--- config.mk ---
export PLATFORM = sky130hd
export DESIGN_NAME = capture_ctrl
export DESIGN_NICKNAME = d
export VERILOG_FILES = /design/src/rtl/capture_ctrl.sv
export SDC_FILE = /design/constraint.sdc
export NUM_CORES = 1
export LEC_CHECK = 0
export ABC_AREA = 1
export CELL_PAD_IN_SITES_DETAIL_PLACEMENT = 0
export CELL_PAD_IN_SITES_GLOBAL_PLACEMENT = 1
export CORE_ASPECT_RATIO = 1.1
export CORE_UTILIZATION = 42
export DETAILED_ROUTE_END_ITERATION = 7
export GPL_TIMING_DRIVEN = 0
export PLACE_DENSITY = 0.87
export SLEW_MARGIN = 10
export SYNTH_ARGS = -nofsm -noshare
export SYNTH_HDL_FRONTEND = slang
export SYNTH_SLANG_ARGS = --single-unit
--- constraint.sdc ---
create_clock -name clk -period 3.06 [get_ports clk]
set_input_delay 0.306 -clock clk [delete_from_list [all_inputs] [get_ports clk]]
set_output_delay 0.306 -clock clk [all_outputs]
set_load 0.1 [all_outputs]
--- src/rtl/capture_ctrl.sv ---
// Oscilloscope capture controller: decimated circular-buffer writes, pre-trigger arming,
// edge or auto trigger, post-trigger fill, then oldest-first readout of the frozen trace.
module capture_ctrl #(
    parameter int AW    = 9,
    parameter int DEC_W = 4,
    parameter int NT    = 2
) (
    input  logic                                    clk,
    input  logic                                    rst,
    input  logic                                    smpl_vld,
    input  logic [NT-1:0]                           trig,
    input  logic [((NT > 1) ? $clog2(NT) : 1)-1:0]  trig_sel,
    input  logic                                    trig_edge,
    input  logic                                    run,
    input  logic                                    auto_roll,
    input  logic [DEC_W-1:0]                        decimator,
    input  logic [AW-1:0]                           trig_pos,
    input  logic                                    clr_cap_done,
    input  logic                                    dump_req,
    input  logic                                    dump_rdy,
    output logic                                    we,
    output logic [AW-1:0]                           waddr,
    output logic                                    rd_en,
    output logic [AW-1:0]                           raddr,
    output logic                                    armed,
    output logic                                    triggered,
    output logic                                    capture_done,
    output logic [AW-1:0]                           trace_end,
    output logic                                    dump_done
);

    localparam int DCW = (1 << DEC_W) - 1;
    localparam logic [AW:0] DEPTH = {1'b1, {AW{1'b0}}};

    typedef enum logic [2:0] {IDLE, PRE, ARMED, POST, DONE, DUMP} state_t;

    state_t          state;
    state_t          next_state;

    logic [DCW-1:0]  dec_cnt;
    logic [DCW-1:0]  dec_mask;
    logic [AW:0]     pre_cnt;
    logic [AW:0]     arm_level;
    logic [AW-1:0]   post_cnt;
    logic [AW:0]     rd_cnt;
    logic [NT-1:0]   trig_q;

    logic            keep;
    logic            in_capture;
    logic            post_full;
    logic            cap_keep;
    logic            sel_now;
    logic            sel_prev;
    logic            trig_hit;
    logic            read_go;
    logic            dump_last;
    logic            enter_done;
    logic            enter_dump;

    // Decimation: keep one strobe out of 2^decimator.
    always_comb begin
        dec_mask   = ~({DCW{1'b1}} << decimator);
        keep       = smpl_vld & (dec_cnt == dec_mask);
        in_capture = (state == PRE) || (state == ARMED) || (state == POST);
        post_full  = (post_cnt == trig_pos);
        cap_keep   = keep & ((state == PRE) || (state == ARMED) ||
                             ((state == POST) && !post_full));
        arm_level  = DEPTH - {1'b0, trig_pos};
    end

    // Selected trigger source and its edge against the previous cycle's value.
    always_comb begin
        sel_now  = trig[0];
        sel_prev = trig_q[0];
        for (int i = 0; i < NT; i++) begin
            if (int'(trig_sel) == i) begin
                sel_now  = trig[i];
                sel_prev = trig_q[i];
            end
        end
        trig_hit = trig_edge ? (sel_now & ~sel_prev) : (~sel_now & sel_prev);
    end

    always_comb begin
        read_go   = (state == DUMP) && dump_rdy && (rd_cnt != DEPTH);
        dump_last = (state == DUMP) && rd_en && (rd_cnt == DEPTH);
    end

    always_ff @(posedge clk or posedge rst) begin
        if (rst) begin
            state <= IDLE;
        end else begin
            state <= next_state;
        end
    end

    always_comb begin
        next_state = state;
        unique case (state)
            IDLE: begin
                if (run && !capture_done) next_state = PRE;
            end
            PRE: begin
                if (!run)                        next_state = IDLE;
                else if (pre_cnt >= arm_level)   next_state = ARMED;
            end
            ARMED: begin
                if (!run)                        next_state = IDLE;
                else if (trig_hit || auto_roll)  next_state = POST;
            end
            POST: begin
                if (!run)                        next_state = IDLE;
                else if (post_full)              next_state = DONE;
            end
            DONE: begin
                if (clr_cap_done)                next_state = IDLE;
                else if (dump_req)               next_state = DUMP;
            end
            DUMP: begin
                if (dump_last)                   next_state = DONE;
            end
            default: next_state = IDLE;
        endcase
    end

    always_comb begin
        armed      = (state == ARMED);
        triggered  = (state == POST) || (state == DONE) || (state == DUMP);
        enter_done = (state == POST) && (next_state == DONE);
        enter_dump = (state == DONE) && (next_state == DUMP);
    end

    // Write side: waddr is the address being written while we is high, then advances.
    always_ff @(posedge clk or posedge rst) begin
        if (rst) begin
            we       <= 1'b0;
            waddr    <= '0;
            dec_cnt  <= '0;
            pre_cnt  <= '0;
            post_cnt <= '0;
            trig_q   <= '0;
        end else begin
            trig_q <= trig;
            we     <= cap_keep;
            if (we) begin
                waddr <= waddr + 1'b1;
            end

            if (state == IDLE) begin
                dec_cnt <= '0;
            end else if (in_capture && smpl_vld) begin
                dec_cnt <= keep ? '0 : dec_cnt + 1'b1;
            end

            if (state == IDLE) begin
                pre_cnt <= '0;
            end else if (cap_keep && ((state == PRE) || (state == ARMED)) &&
                         (pre_cnt != DEPTH)) begin
                pre_cnt <= pre_cnt + 1'b1;
            end

            if (state == IDLE) begin
                post_cnt <= '0;
            end else if (cap_keep && (state == POST)) begin
                post_cnt <= post_cnt + 1'b1;
            end
        end
    end

    // Freeze: trace_end is the slot following the final write, i.e. the oldest sample.
    always_ff @(posedge clk or posedge rst) begin
        if (rst) begin
            capture_done <= 1'b0;
            trace_end    <= '0;
        end else begin
            if (enter_done) begin
                capture_done <= 1'b1;
                trace_end    <= we ? waddr + 1'b1 : waddr;
            end else if (clr_cap_done && (state != DUMP)) begin
                capture_done <= 1'b0;
            end
        end
    end

    // Read side mirrors the write side: raddr is valid with rd_en, then advances.
    always_ff @(posedge clk or posedge rst) begin
        if (rst) begin
            rd_en     <= 1'b0;
            raddr     <= '0;
            rd_cnt    <= '0;
            dump_done <= 1'b0;
        end else begin
            rd_en     <= read_go;
            dump_done <= dump_last;
            if (enter_dump) begin
                raddr  <= trace_end;
                rd_cnt <= '0;
            end else begin
                if (rd_en) begin
                    raddr <= raddr + 1'b1;
                end
                if (read_go) begin
                    rd_cnt <= rd_cnt + 1'b1;
                end
            end
        end
    end

endmodule

==> metrics.yaml <==
crit_arrival_ns: 3.02
synth_edf_count: 0
slew_violations: 0
core-area_sq_um: 12200
crit_start: "trig_pos[1]"
ctsLongestPathBuffers: 2
period_minus_slack_ns: 2.81
max_cap_violations: 0
synth_ff_type: "dfrtp_1"
busiest_layer: "met2"
fmax_mhz: 355
first_pass_iters: 5
internal-power_w: 0.00197
fin_total_pwr_w: 0.00320
max_slew.worst_pin.slew_ns: 0.986
wirelength_um: 13200
synthDistinctLibCells: 43
synth_fp_nets: 759
dp_slack_ns: -0.344
antenna_found_initial: 0
fillCellCount: 1163
synthCells: 715
status: "completed"
clkPwrFrac: 0.305
final_common_cell: "nand2_1"
use_met2: 0.346
finalHoldViolations: 0
switching_share: 0.383
ys_seq_area_frac: 0.372
path_clk_slew_ns: 0.06
seqPwrFrac: 0.397
cp-start-kind: "input pin"
grt_pass1_wl_um: 22400
dr_total_vias: 4883
power.leakage_nw: 3.01
num_antenna_cells: 0
grt_max_degree: 50
final.setup.worst_slack_ns: 0.246
via_per_inst: 5.18
critPathRequiredTime_ns: 3.27
port_buffers: 56
final_nets: 828
synth-async-reset-ratio: 1.00
cts_sinks: 80
globalplace.congestion: 0.905
finClkSkew_ns: 0.00717
vdd_drop_max_v: 0.000717
grt_usage: 0.217
use_met3: 0.0291
reg2reg_slack_ns: 0.69
clock_latency_ns: 0.34
die_x_um: 110
r2r-start: "state[0]$_DFF_PP0_"
drive_gt1_frac: 0.0812
cts_buffers: 9
syn_avg_cell_area_sq_um: 7.52
hpwlAfterDp_um: 10000
slew_headroom: 0.341
syn2layout_area_growth_pct: 19.8
ys_warn_count: 0
rows: 42
worstSetupPathType: "input pin to flop"
cts_tree: "done"
design.die.area_sq_um: 13300
p_per_area_nw_per_um2: 496
io_pins: 58
start_util: 0.439
syn_area_sq_um: 5380
worstSetupEndpoint: "state[0]$_DFF_PP0_"
setup_viol: 0
switchingPower_w: 0.00123
grt_setup_unrepaired: "false"
ys_ff_latch: 80
fp.dieH_um: 121
drt-wirelength-per-cell_um: 14.0
layout_common_cells: "nand2_1, inv_1, dfrtp_1"
htree_num_levels: 3
overflow: 0
ant_nets: 0
critical_path.endpoint_type: "flop"
critPathMaxFanout: 3
pwr-share-comb: 0.298
hold_class: "input pin to asynchronous set/reset pin"
fin_crit_sh: 0.920
drc: 0
regToRegEndpoint: "dec_cnt[5]$_DFFE_PP0P_"
drt_iter0_markers: 328
root_buffer: "clkbuf_16"
reg2reg_depth: 7
met1_usage: 0.287
grt_pass1_vias: 4778
## power by group through the flow
| stage | Sequential, W | Clock, W | Combinational (W) |
|---|---|---|---|
| after floorplan | 0.00156 | 0 | 0.000409 |
| after global placement | 0.00128 | 0 | 0.000930 |
| after detailed placement | 0.00128 | 0 | 0.000947 |
| after CTS | 0.00126 | 0.00100 | 0.000952 |
| after global routing | 0.00128 | 0.00105 | 0.00104 |
| final | 0.00127 | 0.000976 | 0.000953 |
## registers in the layout, summed over array words and instances (netlist names)
register / cells
raddr: 9
waddr: 9
rd_en: 1
post_cnt: 9
rd_cnt: 10
dec_cnt: 15
state: 3
trace_end: 9
pre_cnt: 10
capture_done: 1
dump_done: 1
trig_q: 2
we: 1
## layer usage
layer / wire length (um) / vias to the layer above
met5: 0 / -
met4: 316 / 0
met3: 475 / 22
met2: 6150 / 100
met1: 6220 / 2294
li1: - / 2467
## repair_timing
item,CTS,global route
resized for setup,0,3
setup buffers,0,1
setup endpoints to repair,0,2
hold buffers,0,0
## metrics by stage
stage               hold WS (ns)  instance area, sq um  setup TNS [ns]   util  cells
global placement           0.496                  6130          -57.77  0.501    925
floorplan                  0.337                  5380               0      -    715
detailed placement         0.495                  6160          -0.639  0.503    926
finish                     0.347                  6440               0  0.526    942
CTS                        0.354                  6420               0  0.525    941
global route               0.381                  6440               0  0.526    942
## worst min-delay path by stage
stage	slack [ns]	depth (start not counted)	endpoint
after global placement	0.50	2	capture_done$_DFFE_PP0P_
after global routing	0.38	2	waddr[1]$_DFF_PP0_
after detailed placement	0.50	2	capture_done$_DFFE_PP0P_
final	0.35	2	waddr[1]$_DFF_PP0_
after CTS	0.35	2	waddr[1]$_DFF_PP0_
after floorplan	0.34	0	trig_q[0]$_DFF_PP0_
## final cells by class
class / count / area (sq um) / share of cell area
flip-flops and latches: 80 / 2000 / 0.311
well taps: 154 / 193 / 0.0299
plain buffers: 12 / 73.8 / 0.0115
repair buffers: 58 / 598 / 0.0928
clock buffers: 10 / 229 / 0.0355
inverters: 98 / 373 / 0.0579
clock inverters: 5 / 33.8 / 0.00524
multi-input cells: 525 / 2940 / 0.456
## worst max-delay path, cell delays in order
cell and delay (ns):
clkdlybuf4s50_1 0.47, nor3_2 0.23, nand3_1 0.14, nor3_2 0.19, or3b_2 0.48, ha_1 0.31, nand2_1 0.08, inv_1 0.07
nand3_1 0.09, nor3_1 0.12, o21ai_0 0.10, o211ai_1 0.17, nor2_1 0.07, nor2_1 0.11, nand3_1 0.08
## synthesized netlist by cell type, types with 2 or more instances
| cell | n | area share |
|---|---|---|
| o21a_1 | 2 | 0.0028 |
| o21ai_1 | 6 | 0.0056 |
| o211ai_1 | 2 | 0.0028 |
| nand4_4 | 2 | 0.0079 |
| o31ai_1 | 3 | 0.0042 |
| nor2_2 | 6 | 0.0070 |
| xnor2_1 | 14 | 0.023 |
| inv_1 | 93 | 0.065 |
| inv_2 | 3 | 0.0021 |
| xor2_1 | 32 | 0.052 |
| o221ai_1 | 3 | 0.0049 |
| nand3b_1 | 3 | 0.0042 |
| buf_2 | 3 | 0.0028 |
| nand2_4 | 6 | 0.013 |
| nand2_1 | 177 | 0.12 |
| nand2_2 | 3 | 0.0035 |
| o21ai_0 | 22 | 0.020 |
| nor4_1 | 6 | 0.0070 |
| a21oi_1 | 13 | 0.012 |
| clkbuf_1 | 5 | 0.0035 |
| nand3_2 | 2 | 0.0037 |
| nor2_1 | 69 | 0.048 |
| nand3_1 | 66 | 0.061 |
| o22ai_1 | 10 | 0.012 |
| mux2_2 | 5 | 0.010 |
| nor3_1 | 18 | 0.017 |
| dfrtp_1 | 80 | 0.37 |
| nand4_1 | 17 | 0.020 |
| nor2_4 | 6 | 0.013 |
| nor3b_1 | 3 | 0.0042 |
| ha_1 | 19 | 0.044 |
| o21ai_2 | 3 | 0.0049 |
| mux2_1 | 2 | 0.0042 |
| buf_6 | 2 | 0.0042 |
## logic make-up after synthesis
kind of cell	count (synthesis)	share of synthesized area
compound gates	67	0.0740
buf+inv	110	0.0826
fa+ha+maj	19	0.0442
flops	80	0.372
mux	7	0.0147
simple gates	386	0.337
xor+xnor	46	0.0749
Power figures use the tool's default switching activity.
